**src/rtl/serial_subtractor.sv**
```systemverilog
// Purpose: bit-serial WIDTH-bit subtractor, Diff = A - B - Bin, LSB first, one full-subtractor cell.
// Latency: WIDTH+1 edges from the accepting start edge to done; done is a one-cycle pulse.
// Backpressure: start is accepted only while busy=0; starts during RUN/DONE are dropped.
// Optional: define SERIAL_SUB_OVF_EN to add the Ovf (signed overflow) output.
module serial_subtractor #(
    parameter int WIDTH = 8
) (
    input  logic             clk,
    input  logic             rst,
    input  logic             start,
    input  logic [WIDTH-1:0] A,
    input  logic [WIDTH-1:0] B,
    input  logic             Bin,
    output logic [WIDTH-1:0] Diff,
    output logic             Bout,
`ifdef SERIAL_SUB_OVF_EN
    output logic             Ovf,
`endif
    output logic             busy,
    output logic             done
);

    localparam int CW = (WIDTH > 1) ? $clog2(WIDTH) : 1;
    localparam logic [CW-1:0] LAST = CW'(WIDTH - 1);

    localparam logic [1:0] S_IDLE = 2'd0;
    localparam logic [1:0] S_RUN  = 2'd1;
    localparam logic [1:0] S_DONE = 2'd2;

    logic [1:0]       state;
    logic [CW-1:0]    cnt;
    logic [WIDTH-1:0] a_sr;
    logic [WIDTH-1:0] b_sr;
    logic [WIDTH-1:0] r_sr;
    logic             br;

    logic             a_i;
    logic             b_i;
    logic             d_i;
    logic             br_nxt;
    logic [WIDTH-1:0] r_nxt;

    // Single full-subtractor cell on the current LSBs plus the result shift-in.
    always_comb begin
        a_i    = a_sr[0];
        b_i    = b_sr[0];
        d_i    = a_i ^ b_i ^ br;
        br_nxt = (~a_i & b_i) | (~(a_i ^ b_i) & br);
        r_nxt  = r_sr >> 1;
        r_nxt[WIDTH-1] = d_i;
    end

    assign busy = (state != S_IDLE);
    assign done = (state == S_DONE);

    // Control FSM, operand/result shift registers and held outputs.
    always_ff @(posedge clk) begin
        if (rst) begin
            state <= S_IDLE;
            cnt   <= '0;
            a_sr  <= '0;
            b_sr  <= '0;
            r_sr  <= '0;
            br    <= 1'b0;
            Diff  <= '0;
            Bout  <= 1'b0;
`ifdef SERIAL_SUB_OVF_EN
            Ovf   <= 1'b0;
`endif
        end else begin
            case (state)
                S_IDLE: begin
                    if (start) begin
                        a_sr  <= A;
                        b_sr  <= B;
                        br    <= Bin;
                        cnt   <= '0;
                        r_sr  <= '0;
                        state <= S_RUN;
                    end
                end
                S_RUN: begin
                    a_sr <= a_sr >> 1;
                    b_sr <= b_sr >> 1;
                    br   <= br_nxt;
                    r_sr <= r_nxt;
                    if (cnt == LAST) begin
                        // Final bit: a_i/b_i/d_i are the operand and result MSBs here.
                        Diff  <= r_nxt;
                        Bout  <= br_nxt;
`ifdef SERIAL_SUB_OVF_EN
                        Ovf   <= (a_i ^ b_i) & (a_i ^ d_i);
`endif
                        state <= S_DONE;
                    end else begin
                        cnt <= cnt + CW'(1);
                    end
                end
                S_DONE: begin
                    state <= S_IDLE;
                end
                default: begin
                    state <= S_IDLE;
                end
            endcase
        end
    end

endmodule
```
**config.mk**
```make
export PLATFORM = sky130hd
export DESIGN_NAME = serial_subtractor
export DESIGN_NICKNAME = d
export VERILOG_FILES = /design/src/rtl/serial_subtractor.sv
export SDC_FILE = /design/constraint.sdc
export NUM_CORES = 1
export LEC_CHECK = 0
export CAP_MARGIN = 10
export CORE_MARGIN = 2
export CORE_UTILIZATION = 51
export DETAILED_ROUTE_END_ITERATION = 6
export PLACE_DENSITY = 0.78
export SLEW_MARGIN = 10
export SYNTH_ARGS = -nofsm -noshare
export SYNTH_HDL_FRONTEND = slang
export SYNTH_SLANG_ARGS = --single-unit
```
**constraint.sdc**
```tcl
create_clock -name clk -period 1.9 [get_ports clk]
set_input_delay 0.19 -clock clk [delete_from_list [all_inputs] [get_ports clk]]
set_output_delay 0.19 -clock clk [all_outputs]
set_load 0.03 [all_outputs]
```
# Word-level counts from Yosys, hierarchy flattened
# Index checks and enable logic that the tools add are counted.
word_totals:
  memories: 0
  wordCells: 43
  mem_bits_ro: 0
  mem_bits_rw: 0
  inputBits: 20
  reg_bits: 39
  latchBits: 0
op_classes:
  shifts: 0
  addsub: 1
  n_bitwise: 7
  n_lt_le_gt_ge: 0
  eq_ne: 6
  n_div: 0
  n_mux: 14
  multipliers: 0
  n_reduce_logical: 7
op_table:
  columns: ["cell", "n"]
  rows:
  - ["$pmux 8 s2", 3]
  - ["$mux 8", 3]
  - ["$mux 3", 2]
  - ["$ne 2x2->1 const B", 3]
  - ["$pmux 3 s2", 1]
  - ["$reduce_and 2->1", 3]
  - ["$mux 2", 2]
  - ["$pmux 2 s2", 1]
  - ["$reduce_bool 2->1", 2]
  - ["$add 3x1->3 const B", 1]
  - ["$eq 3x3->1 const B", 1]
  - ["$reduce_and 3->1", 1]
  - ["$and 1x1->1", 2]
  - ["$eq 2x1->1 const B", 1]
  - ["$eq 2x2->1 const B", 1]
  - ["$logic_not 2->1", 1]
  - ["$not 1->1", 2]
  - ["$pmux 1 s2", 1]
  - ["$xor 1x1->1", 2]
  - ["$mux 1", 1]
  - ["$or 1x1->1", 1]

# Longest topological paths before layout
# Gate-level depths: netlist (run 1).
logic_depth:
  ltp_word: 5
  depth_mapped: 6
  ltp_nobuf: 5

# Least setup slack after synthesis (run 1)
# No wires, ideal clock.
synth_timing:
  kind: "reg2out"
  from: "reg state[0]"
  to: "out done"
  path_stages_with_launch: 5
  path_buffers: 3
  required_ps: 1710
  path_slack_ps: 532
  arrival_time_ps: 1178
  path_cell_list: "dfxtp_1 buf_2 buf_4 buf_2 nor2b_1"
synth_between:
  elab_chain_len: 1
synth_rtl:
  columns: ["item", "line", "rtl"]
  rows:
  - ["start: declaration", "30", "logic [1:0] state;"]
  - ["start signal: assignment", "59", "state <= S_IDLE;"]
  - ["start signal: assignment", "79", "state <= S_RUN;"]
  - ["start signal: assignment", "94", "state <= S_DONE;"]
  - ["$eq 2x2->1", "54", "assign done = (state == S_DONE);"]
  - ["end: declaration", "20", "output logic done"]
# No other way between the ends.

# Worst setup path in the final report (run 1)
layout_timing:
  from: "reg cnt[0]"
  to: "reg Diff[4]"
layout_between:
  elab_chain_len: 2
layout_rtl:
  columns: ["item", "line", "rtl"]
  rows:
  - ["start: declaration", "31", "logic [CW-1:0] cnt;"]
  - ["start signal: assignment", "96", "cnt <= cnt + CW'(1);"]
  - ["$eq 3x3->1", "87", "if (cnt == LAST) begin"]
  - ["$reduce_and 2->1 (no source line)", null, null]
  - ["end signal: assignment", "89", "Diff <= r_nxt;"]
  - ["end: declaration", "14", "output logic [WIDTH-1:0] Diff,"]
# No other way between the ends.
# A chain may end at the register's enable or synchronous reset.

==> qor.yml, run 1 <==
layout:
  num_antenna_cells: 0
  drive_gt1_share_pct: 15.5
  final_common_cell: "dfxtp_1"
  nets: 229
  utilization_pct: 67.7
  synthToLayoutAreaGrowth_pct: 24.1
  seq_area_um2: 761
  multi_input_area_um2: 808
  nFillCells: 265
  layout_common_cells: "dfxtp_1, clkdlybuf4s50_1, nor2_1"
critical_path:
  crit_path_top_delay_cell: "dfxtp_1"
  r2r_start: "cnt[0]"
  cp_top_family: "simple AND/OR/NAND/NOR gates"
  critPathKind: "reg2reg"
  critPathRequiredTime_ns: 2.16
  cp_max_fo: 10
  worstPathCellList: "ha_1 -> ha_1 -> nand3b_1 -> nand2_1 -> a21oi_1"
  critical_path_arrival_ns: 1.89
  crit_path_frequent_cell: "ha_1"
  cpPeakStageDelay_ns: 0.40
  endpoint_kind: "flop"
  crit_buf_inv: 0
  cp-start-kind: "flop"
  r2r_cells: 5
  regToRegSetupSlack_ns: 0.27
  r2r-end: "Diff[4]"
floorplan:
  num_rows: 20
  die_w_um: 61.6
  ios: 31
  core_area_um2: 3100
  dieArea_um2: 3800
  start_util_pct: 54.6
  die_height_um: 61.6
logic_synthesis:
  yosys_warnings: 0
  synth.avg_cell_area_um2: 9.57
  synth_cells: 177
  syn_nets: 200
  ys_types: 30
  synth-seq-cells: 38
  seq_area_frac_synth_pct: 44.9
  syn_area_um2: 1690
timing:
  setup_viol: 0
  timing_worst_slew_pin_value_ns: 0.451
  finalCritPeriodShare_pct: 85.9
  fin_ws_ns: 0.268
  relSlewSlack_pct: 69.8
  hold_ws_ns: 0.413
  post-route-min-period_ns: 1.63
  finClkSkew_ns: 0.00920
  hold_viol_final: 0
  rsz0062_at_grt: "false"
  drv_slew: 0
  tns_ns: 0
  fmax_mhz: 613
worst_hold_path:
  whs_path_depth: 3
  min_from: "A[7]"
  hold_path_end: "a_sr[7]"
  hold_class: "in2reg"
grt:
  first_global_vias: 1319
  antenna_found_initial: 0
  grt_overflow: 0
  grt_pass1_wl_um: 5920
  track_usage_pct: 21.2
  grt_max_degree: 27
clock_tree:
  cts_made_buffers: 5
  cts_sinks: 38
  clock_latency_ns: 0.35
  cts_tree: "yes"
  clock-root-buffer: "clkbuf_4"
  path_clk_slew_ns: 0.12
  clock_path_buffers: 2
  htree_levels: 2
route:
  wl_um: 3470
  first_pass_iters: 4
  vias: 1356
  route.detailed.drc: 0
  wl_per_cell_um: 13.8
  drtAntennaViolNets: 0
  routed_via_density: 5.40
  drtIter0Drc: 52
power:
  max-vdd-ir-drop_mv: 0.417
  p_leak_uw: 0.000793
  p_per_area_nw_per_um2: 776
placement:
  hpwl_um: 2440
  dpl_worst_slack_ns: 0.263
  io_buffers: 30
  routabilityCongestion: 0.740
run_status:
  outcome: "completed"
run:
  cap_violations: 0
## cell type report
class / count / area share (%)
Timing Repair Buffer: 38 / 18.3
Sequential cell: 38 / 36.2
Multi-Input combinational cell: 119 / 38.5
Inverter: 4 / 0.714
Clock buffer: 5 / 1.79
Tap cell: 44 / 2.62
Clock inverter: 3 / 1.90
## logic make-up after synthesis
kind of cell / after synthesis / synth area share, %
buf+inv: 20 / 7.38
mux: 15 / 8.86
flops: 38 / 44.9
fa+ha+maj: 3 / 2.66
simple gates: 57 / 16.0
compound gates: 44 / 20.2
## worst register-to-register path, delay by kind of cell, from the launching register on
kind                     cells  cell delay (ns)
AND/OR/NAND/NOR              2             0.54
AO/OA/AOI/OAI                1             0.07
adder cells (fa/ha/maj)      2             0.52
flip-flops                   1             0.40
## power breakdown
group / internal (uW) / switching, uW
logic: 115 / 109
clock network: 273 / 274
registers: 833 / 26.1
total: 1220 / 409
## routing by layer
metal	GRT usage (%)	share of wire (%)	vias up
met5	0	0	-
met3	6.30	5.5	8
met4	8.81	1.7	0
li1	-	-	685
met1	26.1	45	632
met2	34.6	48	31
## repair_timing
item | CTS | global route
setup buffers | 0 | 0
hold buffers | 0 | 0
resized for setup | 0 | 1
endpoints found under the hold margin | 0 | 0
setup endpoints to repair | 0 | 1
## flip-flops by register name (all words and copies together), names as in the netlist
| signal | count |
|---|---|
| r_sr | 7 |
| Diff | 8 |
| a_sr | 8 |
| b_sr | 8 |
| br | 1 |
| state | 2 |
| Bout | 1 |
| cnt | 3 |
## synth_stat cells, drive strengths merged
cell type  count  area, um^2
a211oi        14         135
a21oi         13        65.1
a221oi         1        15.0
a22oi          7        52.6
a311oi         1        8.76
a31oi          3        18.8
buf           12        95.1
clkbuf         4        15.0
dfxtp         38         761
fa             1        20.0
ha             2        25.0
inv            4        15.0
mux2i         15         150
nand2         11        41.3
nand3         12        60.1
nand3b         3        22.5
nor2          25         109
nor2b          3        18.8
nor3           1        5.00
nor4b          1        8.76
o21a           1        7.51
o21ai          2        10.0
o21ba          1        10.0
o21bai         1        18.8
or2            1        6.26
## how the worst max path moves through the flow
stage                     startpoint      end  slack, ns  depth (start not counted)
final                         cnt[0]  Diff[4]       0.27                          5
after global routing          cnt[0]  Diff[2]       0.11                          5
after CTS                   state[0]     done       0.06                          2
after detailed placement       start  b_sr[4]       0.26                          5
after global placement         start  b_sr[3]       0.37                          5
after floorplan             state[0]     done       0.53                          4
## metrics by stage
step           std cells  instance area [um^2]  power, uW
4_1_cts              251                  2100       1640
6_report             251                  2100       1630
5_1_grt              251                  2100       1710
3_3_place_gp         243                  2020       1090
3_5_place_dp         243                  2020       1100
2_1_floorplan        177                  1690       1030
(Power assumes the default switching activity.)
==> run 2, diff against run 1 <==
GPL_ROUTABILITY_DRIVEN = 0   (was unset)
==> results of run 2 <==
No change in the layout: final DEF, timing and power equal those of run 1.
==> run 3, diff against run 2 <==
CTS_BUF_LIST = sky130_fd_sc_hd__clkbuf_4 sky130_fd_sc_hd__clkbuf_8 sky130_fd_sc_hd__clkbuf_16   (was unset)
HOLD_SLACK_MARGIN = 0.05   (was unset)
PLACE_DENSITY = 0.85   (was 0.78)
==> run 3 against run 2 <==
Sequential cell count unchanged; clock power fell by 18%; global-route usage decreased by 2.2 points; fmax shrank 4.7%; non-clock buffer count is 2 higher; utilization decreased by 0.85 points; register-to-register slack got worse by 0.06 ns; worst setup slack worse by 0.081 ns; critical endpoint is now done; highest routed layer unchanged.
==> qor.yml, run 3 (synthesis results as in run 1) <==
run_status:
  outcome: "completed"  # unchanged
timing:
  fmax_mhz: 584  # was 613 MHz
  hold_ws_ns: 0.426  # was 0.413 ns
  relSlewSlack_pct: 72.3  # was 69.8%
  setup_viol: 0  # unchanged
  timing_worst_slew_pin_value_ns: 0.415  # was 0.451 ns
  rsz0062_at_grt: "false"  # unchanged
  drv_slew: 0  # unchanged
  tns_ns: 0  # unchanged
  post-route-min-period_ns: 1.71  # was 1.63 ns
  finalCritPeriodShare_pct: 90.2  # was 85.9%
  finClkSkew_ns: 0.0124  # was 0.00920 ns
  hold_viol_final: 0  # unchanged
clock_tree:
  htree_levels: 2  # unchanged
  path_clk_slew_ns: 0.11  # was 0.12 ns
  cts_sinks: 38  # unchanged
  cts_made_buffers: 5  # unchanged
  cts.repair.resized: 0  # unchanged
  hold_buffers: 0  # unchanged
  clock_latency_ns: 0.35  # about the same
  cts_tree: "yes"  # unchanged
  clock-root-buffer: "clkbuf_4"  # unchanged
  cts_setup_buffers: 0  # unchanged
  clock_path_buffers: 2  # unchanged
layout:
  layout_common_cells: "dfxtp_1, clkdlybuf4s50_1, nor2_1"  # unchanged
  synthToLayoutAreaGrowth_pct: 22.5  # was 24.1%
  top_regs: "Diff: 8 flops, a_sr: 8 flops, b_sr: 8 flops"  # unchanged
  drive_gt1_share_pct: 16.3  # was 15.5%
  nFillCells: 275  # was 265
  finalInstanceArea_um2: 2080  # was 2100 um^2
  num_antenna_cells: 0  # unchanged
  final_common_cell: "dfxtp_1"  # unchanged
  nets: 231  # was 229
critical_path:
  endpoint_kind: "primary output"  # was flop
  r2r_cells: 5  # unchanged
  critPathKind: "reg2out"  # was reg2reg
  regToRegSetupSlack_ns: 0.21  # was 0.27 ns
  cp-start-kind: "flop"  # unchanged
  r2r-end: "Diff[3]"  # was Diff[4]
  critical_path_arrival_ns: 1.52  # was 1.89 ns
  critPathRequiredTime_ns: 1.71  # was 2.16 ns
  cp_max_fo: 6  # was 10
  r2r_start: "cnt[0]"  # unchanged
floorplan:
  num_rows: 20  # unchanged
  start_util_pct: 54.6  # unchanged
  dieArea_um2: 3800  # unchanged
  die_height_um: 61.6  # unchanged
  die_w_um: 61.6  # unchanged
  core_area_um2: 3100  # unchanged
  ios: 31  # unchanged
worst_hold_path:
  hold_path_end: "a_sr[7]"  # unchanged
  hold_class: "in2reg"  # unchanged
  whs_path_depth: 3  # unchanged
  min_from: "A[7]"  # unchanged
power:
  p_int_uw: 1140  # was 1220 uW
  p_per_area_nw_per_um2: 736  # was 776 nW/um^2
  p_leak_uw: 0.000768  # was 0.000793 uW
  swShare_pct: 25.5  # was 25.1%
  power_frac_seq_pct: 56.2  # was 52.7%
  max-vdd-ir-drop_mv: 0.553  # was 0.417 mV
  p_switching_uw: 389  # was 409 uW
  clkPwrFrac_pct: 29.5  # was 33.5%
  combPwrFrac_pct: 14.4  # was 13.7%
grt:
  grt_pass1_wl_um: 5220  # was 5920 um
  first_global_vias: 1216  # was 1319
  grt_max_degree: 29  # was 27
  grt_overflow: 0  # unchanged
  track_usage_pct: 19.0  # was 21.2%
  antenna_found_initial: 0  # unchanged
route:
  route.detailed.drc: 0  # unchanged
  drtAntennaViolNets: 0  # unchanged
  drtIter0Drc: 43  # was 52
  vias: 1391  # was 1356
  wl_um: 3190  # was 3470 um
  first_pass_iters: 4  # unchanged
  routed_via_density: 5.50  # was 5.40
  wl_per_cell_um: 12.6  # was 13.8 um
run:
  cap_violations: 0  # unchanged
placement:
  hpwl_um: 2310  # was 2440 um
  io_buffers: 30  # unchanged
  postPlaceCellArea_um2: 2010  # was 2020 um^2
## run 3: cell types whose count changed in the layout (fill, tap and decap cells not counted)
cell / before / now
dlymetal6s2s_1: 1 / 0
clkbuf_4: 5 / 6
clkinv_2: 2 / 1
buf_12: 2 / 0
clkbuf_8: 0 / 1
clkdlybuf4s50_1: 28 / 29
bufinv_16: 1 / 0
buf_4: 7 / 11
## run 3: worst max-delay path, cell delays in order (launching register included)
cell and delay [ns]:
dfxtp_1 0.39, nor2b_1 0.12, clkdlybuf4s50_1 0.67
## run 3: layout make-up
cell class	count	area, um^2	share of cell area, %
multi-input combinational	119	808	38.9
sequential	38	761	36.6
timing repair buffer	40	373	18.0
clock buffer	7	58.8	2.83
tap	44	55.1	2.65
inverter	4	15.0	0.723
clock inverter	1	5.00	0.241
## run 3: stage by stage
stage / util (%) / std cells / total power [uW] / setup slack (ns)
4_1_cts: 66.9 / 253 / 1550 / 0.170
3_3_place_gp: 64.8 / 245 / 1090 / 0.294
2_1_floorplan: - / 177 / 1030 / 0.532
3_5_place_dp: 64.8 / 245 / 1100 / 0.225
5_1_grt: 66.9 / 253 / 1600 / 0.0344
6_report: 66.9 / 253 / 1530 / 0.187
## run 3: worst max path at each step
stage	from	end	slack (ns)	cells past startpoint
after floorplan	state[0]	done	0.53	4
after global placement	cnt[0]	Diff[5]	0.29	5
final	state[0]	done	0.19	2
after global routing	cnt[0]	Diff[4]	0.03	5
after detailed placement	start	b_sr[2]	0.23	5
after CTS	state[0]	done	0.17	2
## run 3: per-layer routing
| layer | global-route usage [%] | wire length [um] |
|---|---|---|
| met5 | 0 | 0 |
| met1 | 24.2 | 1500 |
| met4 | 7.60 | 42 |
| met2 | 29.6 | 1490 |
| met3 | 6.30 | 159 |
## run 3: power groups by stage
stage / sequential (uW) / combinational [uW] / clock, uW
after floorplan: 868 / 163 / 0
after global placement: 875 / 211 / 0
after detailed placement: 877 / 220 / 0
after CTS: 858 / 221 / 467
after global routing: 863 / 241 / 500
final: 858 / 220 / 450
